[config.mk]
export PLATFORM = sky130hd
export DESIGN_NAME = rgbd_vo_frame_ctrl
export DESIGN_NICKNAME = d
export VERILOG_FILES = /design/src/rtl/rgbd_vo_frame_ctrl.sv
export SDC_FILE = /design/constraint.sdc
export NUM_CORES = 1
export LEC_CHECK = 0
export ABC_AREA = 1
export CORE_MARGIN = 2
export CORE_UTILIZATION = 46
export DETAILED_ROUTE_END_ITERATION = 10
export HOLD_SLACK_MARGIN = 0.15
export PLACE_DENSITY = 0.72
export SLEW_MARGIN = 25
export SYNTH_ARGS = -nofsm -noshare
export SYNTH_HDL_FRONTEND = slang
export SYNTH_SLANG_ARGS = --single-unit
[constraint.sdc]
create_clock -name i_clk -period 1.85 [get_ports i_clk]
set_input_delay 0.2775 -clock i_clk [delete_from_list [all_inputs] [get_ports i_clk]]
set_output_delay 0.2775 -clock i_clk [all_outputs]
set_load 0.01 [all_outputs]
[src/rtl/rgbd_vo_frame_ctrl.sv]
// Configuration register file and raster frame sequencer for the RGB-D VO pipeline.
// Active registers are shadowed at frame start; the sequencer emits (x, y) beats with markers.
module rgbd_vo_frame_ctrl #(
    parameter int unsigned H_BW = 10,
    parameter int unsigned V_BW = 10,
    parameter int unsigned F_BW = 35,
    parameter int unsigned D_BW = 16
) (
    input  logic            i_clk,
    input  logic            i_rst_n,
    input  logic            i_reg_we,
    input  logic            i_reg_re,
    input  logic [31:0]     i_reg_addr,
    input  logic [63:0]     i_reg_wdata,
    output logic [63:0]     o_reg_rdata,
    output logic            o_reg_rvalid,
    input  logic            i_frame_start,
    output logic            o_pix_valid,
    input  logic            i_pix_ready,
    output logic [H_BW-1:0] o_pix_x,
    output logic [V_BW-1:0] o_pix_y,
    output logic            o_sof,
    output logic            o_eol,
    output logic            o_eof,
    output logic [H_BW-1:0] o_h_size,
    output logic [V_BW-1:0] o_v_size,
    output logic [F_BW-1:0] o_fx,
    output logic [F_BW-1:0] o_fy,
    output logic [F_BW-1:0] o_cx,
    output logic [F_BW-1:0] o_cy,
    output logic [D_BW-1:0] o_depth_max,
    output logic [D_BW-1:0] o_depth_min,
    output logic            o_busy,
    output logic            o_frame_done,
    output logic            o_frame_abort,
    output logic            o_start_err
);

    localparam logic [31:0] ADDR_DISABLE = 32'd0;
    localparam logic [31:0] ADDR_H_SIZE  = 32'd1;
    localparam logic [31:0] ADDR_V_SIZE  = 32'd2;
    localparam logic [31:0] ADDR_FX      = 32'd3;
    localparam logic [31:0] ADDR_FY      = 32'd4;
    localparam logic [31:0] ADDR_CX      = 32'd5;
    localparam logic [31:0] ADDR_CY      = 32'd6;
    localparam logic [31:0] ADDR_DMAX    = 32'd7;
    localparam logic [31:0] ADDR_DMIN    = 32'd8;

    typedef enum logic [1:0] {st_idle, st_run, st_done} state_e;

    state_e          state_q;
    logic            dis_q;
    logic [H_BW-1:0] h_q;
    logic [V_BW-1:0] v_q;
    logic [F_BW-1:0] fx_q, fy_q, cx_q, cy_q;
    logic [D_BW-1:0] dmax_q, dmin_q;
    logic [63:0]     rd_val;
    logic [H_BW-1:0] x_q;
    logic [V_BW-1:0] y_q;
    logic            valid_q;
    logic            cfg_ok, abort_wr, accept, x_last, y_last;
    logic            unused_wdata;

    assign unused_wdata = ^i_reg_wdata[63:F_BW];

    // Active register file: writes land on the same edge regardless of sequencer state.
    always_ff @(posedge i_clk) begin
        if (!i_rst_n) begin
            dis_q  <= 1'b0;
            h_q    <= H_BW'(640);
            v_q    <= V_BW'(480);
            fx_q   <= '0;
            fy_q   <= '0;
            cx_q   <= '0;
            cy_q   <= '0;
            dmax_q <= {D_BW{1'b1}};
            dmin_q <= '0;
        end else if (i_reg_we) begin
            case (i_reg_addr)
                ADDR_DISABLE: dis_q  <= i_reg_wdata[0];
                ADDR_H_SIZE:  h_q    <= i_reg_wdata[H_BW-1:0];
                ADDR_V_SIZE:  v_q    <= i_reg_wdata[V_BW-1:0];
                ADDR_FX:      fx_q   <= i_reg_wdata[F_BW-1:0];
                ADDR_FY:      fy_q   <= i_reg_wdata[F_BW-1:0];
                ADDR_CX:      cx_q   <= i_reg_wdata[F_BW-1:0];
                ADDR_CY:      cy_q   <= i_reg_wdata[F_BW-1:0];
                ADDR_DMAX:    dmax_q <= i_reg_wdata[D_BW-1:0];
                ADDR_DMIN:    dmin_q <= i_reg_wdata[D_BW-1:0];
                default: ;
            endcase
        end
    end

    always_comb begin
        rd_val = '0;
        case (i_reg_addr)
            ADDR_DISABLE: rd_val = {63'd0, dis_q};
            ADDR_H_SIZE:  rd_val = 64'(h_q);
            ADDR_V_SIZE:  rd_val = 64'(v_q);
            ADDR_FX:      rd_val = {{(64-F_BW){fx_q[F_BW-1]}}, fx_q};
            ADDR_FY:      rd_val = {{(64-F_BW){fy_q[F_BW-1]}}, fy_q};
            ADDR_CX:      rd_val = {{(64-F_BW){cx_q[F_BW-1]}}, cx_q};
            ADDR_CY:      rd_val = {{(64-F_BW){cy_q[F_BW-1]}}, cy_q};
            ADDR_DMAX:    rd_val = 64'(dmax_q);
            ADDR_DMIN:    rd_val = 64'(dmin_q);
            default:      rd_val = '0;
        endcase
    end

    always_ff @(posedge i_clk) begin
        if (!i_rst_n) begin
            o_reg_rdata  <= '0;
            o_reg_rvalid <= 1'b0;
        end else begin
            o_reg_rvalid <= i_reg_re;
            if (i_reg_re) begin
                o_reg_rdata <= rd_val;
            end
        end
    end

    assign cfg_ok   = !dis_q && (h_q != '0) && (v_q != '0);
    assign abort_wr = i_reg_we && (i_reg_addr == ADDR_DISABLE) && i_reg_wdata[0];
    assign accept   = valid_q && i_pix_ready;
    assign x_last   = (x_q == o_h_size - H_BW'(1));
    assign y_last   = (y_q == o_v_size - V_BW'(1));

    // Sequencer; shadows load from pre-write active values because both sample the same edge.
    always_ff @(posedge i_clk) begin
        if (!i_rst_n) begin
            state_q       <= st_idle;
            valid_q       <= 1'b0;
            x_q           <= '0;
            y_q           <= '0;
            o_frame_done  <= 1'b0;
            o_frame_abort <= 1'b0;
            o_start_err   <= 1'b0;
            o_h_size      <= H_BW'(640);
            o_v_size      <= V_BW'(480);
            o_fx          <= '0;
            o_fy          <= '0;
            o_cx          <= '0;
            o_cy          <= '0;
            o_depth_max   <= {D_BW{1'b1}};
            o_depth_min   <= '0;
        end else begin
            o_frame_done  <= 1'b0;
            o_frame_abort <= 1'b0;
            o_start_err   <= 1'b0;
            case (state_q)
                st_idle: begin
                    if (i_frame_start) begin
                        if (cfg_ok) begin
                            state_q     <= st_run;
                            valid_q     <= 1'b1;
                            x_q         <= '0;
                            y_q         <= '0;
                            o_h_size    <= h_q;
                            o_v_size    <= v_q;
                            o_fx        <= fx_q;
                            o_fy        <= fy_q;
                            o_cx        <= cx_q;
                            o_cy        <= cy_q;
                            o_depth_max <= dmax_q;
                            o_depth_min <= dmin_q;
                        end else begin
                            o_start_err <= 1'b1;
                        end
                    end
                end
                st_run: begin
                    o_start_err <= i_frame_start;
                    if (abort_wr) begin
                        state_q       <= st_idle;
                        valid_q       <= 1'b0;
                        o_frame_abort <= 1'b1;
                    end else if (accept) begin
                        if (x_last) begin
                            x_q <= '0;
                            if (y_last) begin
                                y_q          <= '0;
                                valid_q      <= 1'b0;
                                state_q      <= st_done;
                                o_frame_done <= 1'b1;
                            end else begin
                                y_q <= y_q + V_BW'(1);
                            end
                        end else begin
                            x_q <= x_q + H_BW'(1);
                        end
                    end
                end
                st_done: begin
                    o_start_err <= i_frame_start;
                    state_q     <= st_idle;
                end
                default: state_q <= st_idle;
            endcase
        end
    end

    assign o_pix_valid = valid_q;
    assign o_pix_x     = x_q;
    assign o_pix_y     = y_q;
    assign o_sof       = valid_q && (x_q == '0) && (y_q == '0);
    assign o_eol       = valid_q && x_last;
    assign o_eof       = valid_q && x_last && y_last;
    assign o_busy      = (state_q != st_idle);

endmodule

# Yosys cells after proc, flatten, opt, wreduce, memory -nomap -nowiden
# Index checks and enable logic that the tools add are counted.
# W data, S select, Z words.
# totals
ff_bits,476
latchBits,0
mem_bits_rw,0
mem_bits_ro,0
out_inout_bits,285
wordCells,120
mem_count,0
# classes
n_addsub,4
multipliers,0
n_div,0
order_cmp,0
eq_ne,20
shift,0
mux,31
bitwise_logic,4
n_reduce_logical,35
# ops
operator,n
$pmux W64 S9,1
$eq A32 B3 Y1 const B,4
$mux W10,9
$eq A32 B2 Y1 const B,2
$pmux W10 S2,2
$eq A32 B1 Y1 const B,1
$eq A32 B4 Y1 const B,1
$logic_not A32 Y1,1
$add A10 B1 Y10 const B,2
$eq A10 B10 Y1,2
$logic_not A10 Y1,2
$reduce_and A2 Y1,10
$reduce_bool A10 Y1,2
$sub A10 B1 Y10 const B,2
$mux W2,6
$reduce_and A6 Y1,2
$mux W1,10
$ne A2 B2 Y1 const B,5
$reduce_and A5 Y1,2
$logic_and A1 B1 Y1,9
$ne A3 B3 Y1 const B,3
$reduce_or A5 Y1,1
$not A1 Y1,4
$pmux W1 S2,2
other kinds (8),9

# Depth between registers and ports, before layout
# logic_depth
ltp_word,7
ltp_mapped,16

# Least setup slack after synthesis
# No wires, ideal clock.
# synth_timing
path_kind,register -> output
from,reg o_h_size[0]
to,out o_eof
arrival_time_ps,1727
required_time_ps,1572
setup_slack_ps,-155
path_stages_with_launch,13
n_path_buf,0
path_cell_list,dfxtp_1 -> inv_2 -> ha_1 -> inv_1 -> nand2_1 -> nand2_1 -> nor2_1 -> nand2_1 -> nor2_1 -> nand3_1 -> nor2_2 -> nand3_2 -> nor3_1
# synth_between
elab_chain_cells,4
# synth_lines
element,line,rtl
"start, declared",25,"output logic [H_BW-1:0] o_h_size,"
"start signal, assigned",158,o_h_size <= h_q;
$sub A10 B1 Y10,125,assign x_last = (x_q == o_h_size - H_BW'(1));
$eq A10 B10 Y1,125,
$logic_and A1 B1 Y1 (2 in series),207,assign o_eof = valid_q && x_last && y_last;
"end, declared",24,"output logic o_eof,"
# No other way between the ends.

# Worst setup path after layout
# layout_timing
from,reg o_v_size[1]
to,out o_eof
# layout_between
elab_chain_cells,3
# layout_lines
element,line,rtl
"start, declared",26,"output logic [V_BW-1:0] o_v_size,"
"start signal, assigned",159,o_v_size <= v_q;
$sub A10 B1 Y10,126,assign y_last = (y_q == o_v_size - V_BW'(1));
$eq A10 B10 Y1,126,
$logic_and A1 B1 Y1,207,
# No other way between the ends.

==> out/qor.yml <==
dp_cells: 3360
max_cap_viol_count: 0
fp.dieH_um: 204.4
vias_per_cell: 5.428
num_antenna_cells: 0
place_hpwl_um: 45020
regToRegStartpoint: "o_h_size[0]"
vdd_ir_drop_max_mv: 0.7074
cpMaxStageDelayCell: "dfxtp_2"
regToRegEndpoint: "o_pix_y[0]"
fmaxAchievable_ghz: 0.3923
power_density_mw_per_mm2: 919.5
endpoint: "o_eof"
finalCriticalPeriod_ps: 2549
drc: 0
antenna_found_initial: 0
dr_total_vias: 18840
netlist_instances: 2434
rsz0062_at_grt: "true"
crit_chain: "buf_6 -> nor2_4 -> nand2_2 -> nor2_4 -> xor2_2 -> nand2_1 -> nor3_2 -> nand4_1 -> nor3_2 -> buf_2"
grt.overflow.total: 0
min_from: "i_reg_wdata[20]"
synthArstFlopShare: 0
setup_tns_ps: -8389
final_common_cell: "nand2_1"
startpoint_type: "register"
crit_arrival_ps: 2270
clock_latency_ps: 590
whs_ps: 319.3
syn-cell-area_mm2: 0.01848
fin_skew_ps: 14.03
layout.nets: 3024
violations: "negative setup slack"
groute.usage.overall: 0.3018
ys_seq_area_frac: 0.4843
wirelength_um: 65690
synth_edf_count: 0
grt_pass1_vias: 18220
clock-sinks: 447
required_ps: 1570
critical_path.max_stage_delay_ps: 330
syn_avg_cell_area_um2: 7.592
status: "finished with violations"
report.final.slew_viol_count: 0
grt_max_degree: 67
clkSlewWorstSetupHoldPaths_ps: 60
end_kind: "output pin"
syn_nets: 2545
drt-wirelength-per-cell_um: 18.93
fin_crit_sh: 1.378
ctsLongestPathBuffers: 3
drive_above_1_share: 0.1724
hold_viol: 0
worst_pin_slew_ps: 446.1
grt_pass1_wl_um: 99690
yosys_warnings: 0
final_cell_mix: "nand2_1, dfxtp_1, a21oi_1"
hold_path.class: "in2reg"
pre_cts_ws_ps: -616.5
gp_congestion: 0.8866
rows: 73
io_pins: 387
core_area_mm2: 0.03973
synthFlopType: "dfxtp_1"
ys_ff_latch: 447
ctsHtreeMaxLevel: 2
synth.distinct_cells: 43
critPathMaxFanout: 2
cts_tree: "built"
leakage_nw: 10.67
finalWorstSetupSlack_ps: -698.8
start_util: 0.4651
ctsRootBufferMaster: "clkbuf_16"
synth_top_area_cell: "dfxtp_1"
synth_area_leaders: "dfxtp_1, nand2_1, a21oi_1, o21ai_0, nor2_1"
stdcell_count: 3471
path_class: "reg2out"
numCtsBuffers: 47
die-area_mm2: 0.04179
rrSetupSlack_ps: -410
ff2ff_path_depth: 17
setup-violations-final: 26
area_delta_synth_final_pct: 44.07
drtPass1Iterations: 5
critPathLaunch: "o_v_size[1]"
yosysTopAreaCellShare: 0.4843
drt_iter0_drc: 1431
slew_headroom: 0.7026
fp.dieW_um: 204.4
port_buffers: 357
antenna_left: 0
==> worst max-delay path: cells and delay by family (launching register included) <==
kind / cells / cell delay, ps
xor gates and xnor gates: 1 / 160
buffers and inverters: 2 / 280
DFF: 1 / 330
and+or+nand+nor: 7 / 920
==> area by class of cell <==
type | count | area, µm²
Clock buffer | 71 | 1368
Clock inverter | 11 | 177.7
Fill cell | 3350 | 13110
Inverter | 144 | 570.5
Multi-Input combinational cell | 1661 | 8602
Sequential cell | 447 | 9004
Tap cell | 525 | 656.9
Timing Repair Buffer | 612 | 6242
==> layer usage <==
metal	share of wire	wire length (µm)	global-route usage	vias to the layer above
met4	0.038	2515	0.1302	0
li1	-	-	-	9029
met2	0.48	31430	0.5111	765
met5	0	0	0	-
met3	0.068	4478	0.04385	152
met1	0.42	27270	0.3828	8896
==> registers in the layout, summed over array words and instances, names as in the netlist, 2 cells and up <==
register / flops
cx_q: 35
cy_q: 35
fx_q: 35
fy_q: 35
o_cx: 35
o_cy: 35
o_fx: 35
o_fy: 35
o_reg_rdata: 35
dmax_q: 16
dmin_q: 16
o_depth_max: 16
o_depth_min: 16
h_q: 10
o_h_size: 10
o_pix_x: 10
o_pix_y: 10
o_v_size: 10
v_q: 10
state_q: 2
==> cells in the mapped netlist, drive strengths merged (2+ instances only) <==
| library cell | instances |
|---|---|
| nand2 | 660 |
| dfxtp | 447 |
| a21oi | 327 |
| nor2 | 191 |
| o21ai | 178 |
| inv | 142 |
| buf | 95 |
| clkbuf | 89 |
| nand3 | 84 |
| a211oi | 71 |
| a22o | 40 |
| nand4 | 24 |
| o211ai | 24 |
| nor3 | 19 |
| ha | 9 |
| xor2 | 9 |
| xnor2 | 7 |
| nor4 | 5 |
| nor3b | 3 |
| or2 | 3 |
| clkinv | 2 |
| nand3b | 2 |
==> kinds of logic after synthesis <==
kind of cell    share of synthesized area
fa+ha+maj                        0.006094
xor+xnor                         0.007584
simple gates                       0.2271
flops                              0.4843
compound gates                     0.1973
buf+inv                           0.07767
==> through the flow <==
stage	util	total power, mW	area [µm²]
after detailed placement	0.6053	14.17	24050
after global placement	0.6053	14.12	24050
after global routing	0.6700	25.33	26620
final	0.6700	24.48	26620
after CTS	0.6578	24.28	26130
after floorplan	-	12.22	18530
==> worst min-delay path by stage <==
stage,endpoint,depth (start not counted)
4_1_cts,fx_q[20],3
6_report,fx_q[20],3
5_1_grt,cy_q[20],3
2_1_floorplan,o_start_err,2
3_3_place_gp,o_reg_rdata[15],2
3_5_place_dp,o_cy[34],2
==> power breakdown <==
part | leakage (nW) | total [mW] | switching, mW | internal (mW)
Combinational | 6.31 | 4.85 | 2.71 | 2.14
Clock | 0.743 | 9.59 | 3.94 | 5.65
Sequential | 3.62 | 10.0 | 0.184 | 9.85
==> what timing repair did <==
| action | in CTS | in global routing |
|---|---|---|
| buffers inserted | 9 | 11 |
| pin swaps | 23 | 46 |
| resized for setup | 202 | 85 |
| endpoints found under the hold margin | 11 | 0 |
| setup endpoints to repair | 185 | 273 |
| cloned | 8 | 7 |
| hold buffers | 2 | 0 |
(Power assumes the default switching activity.)
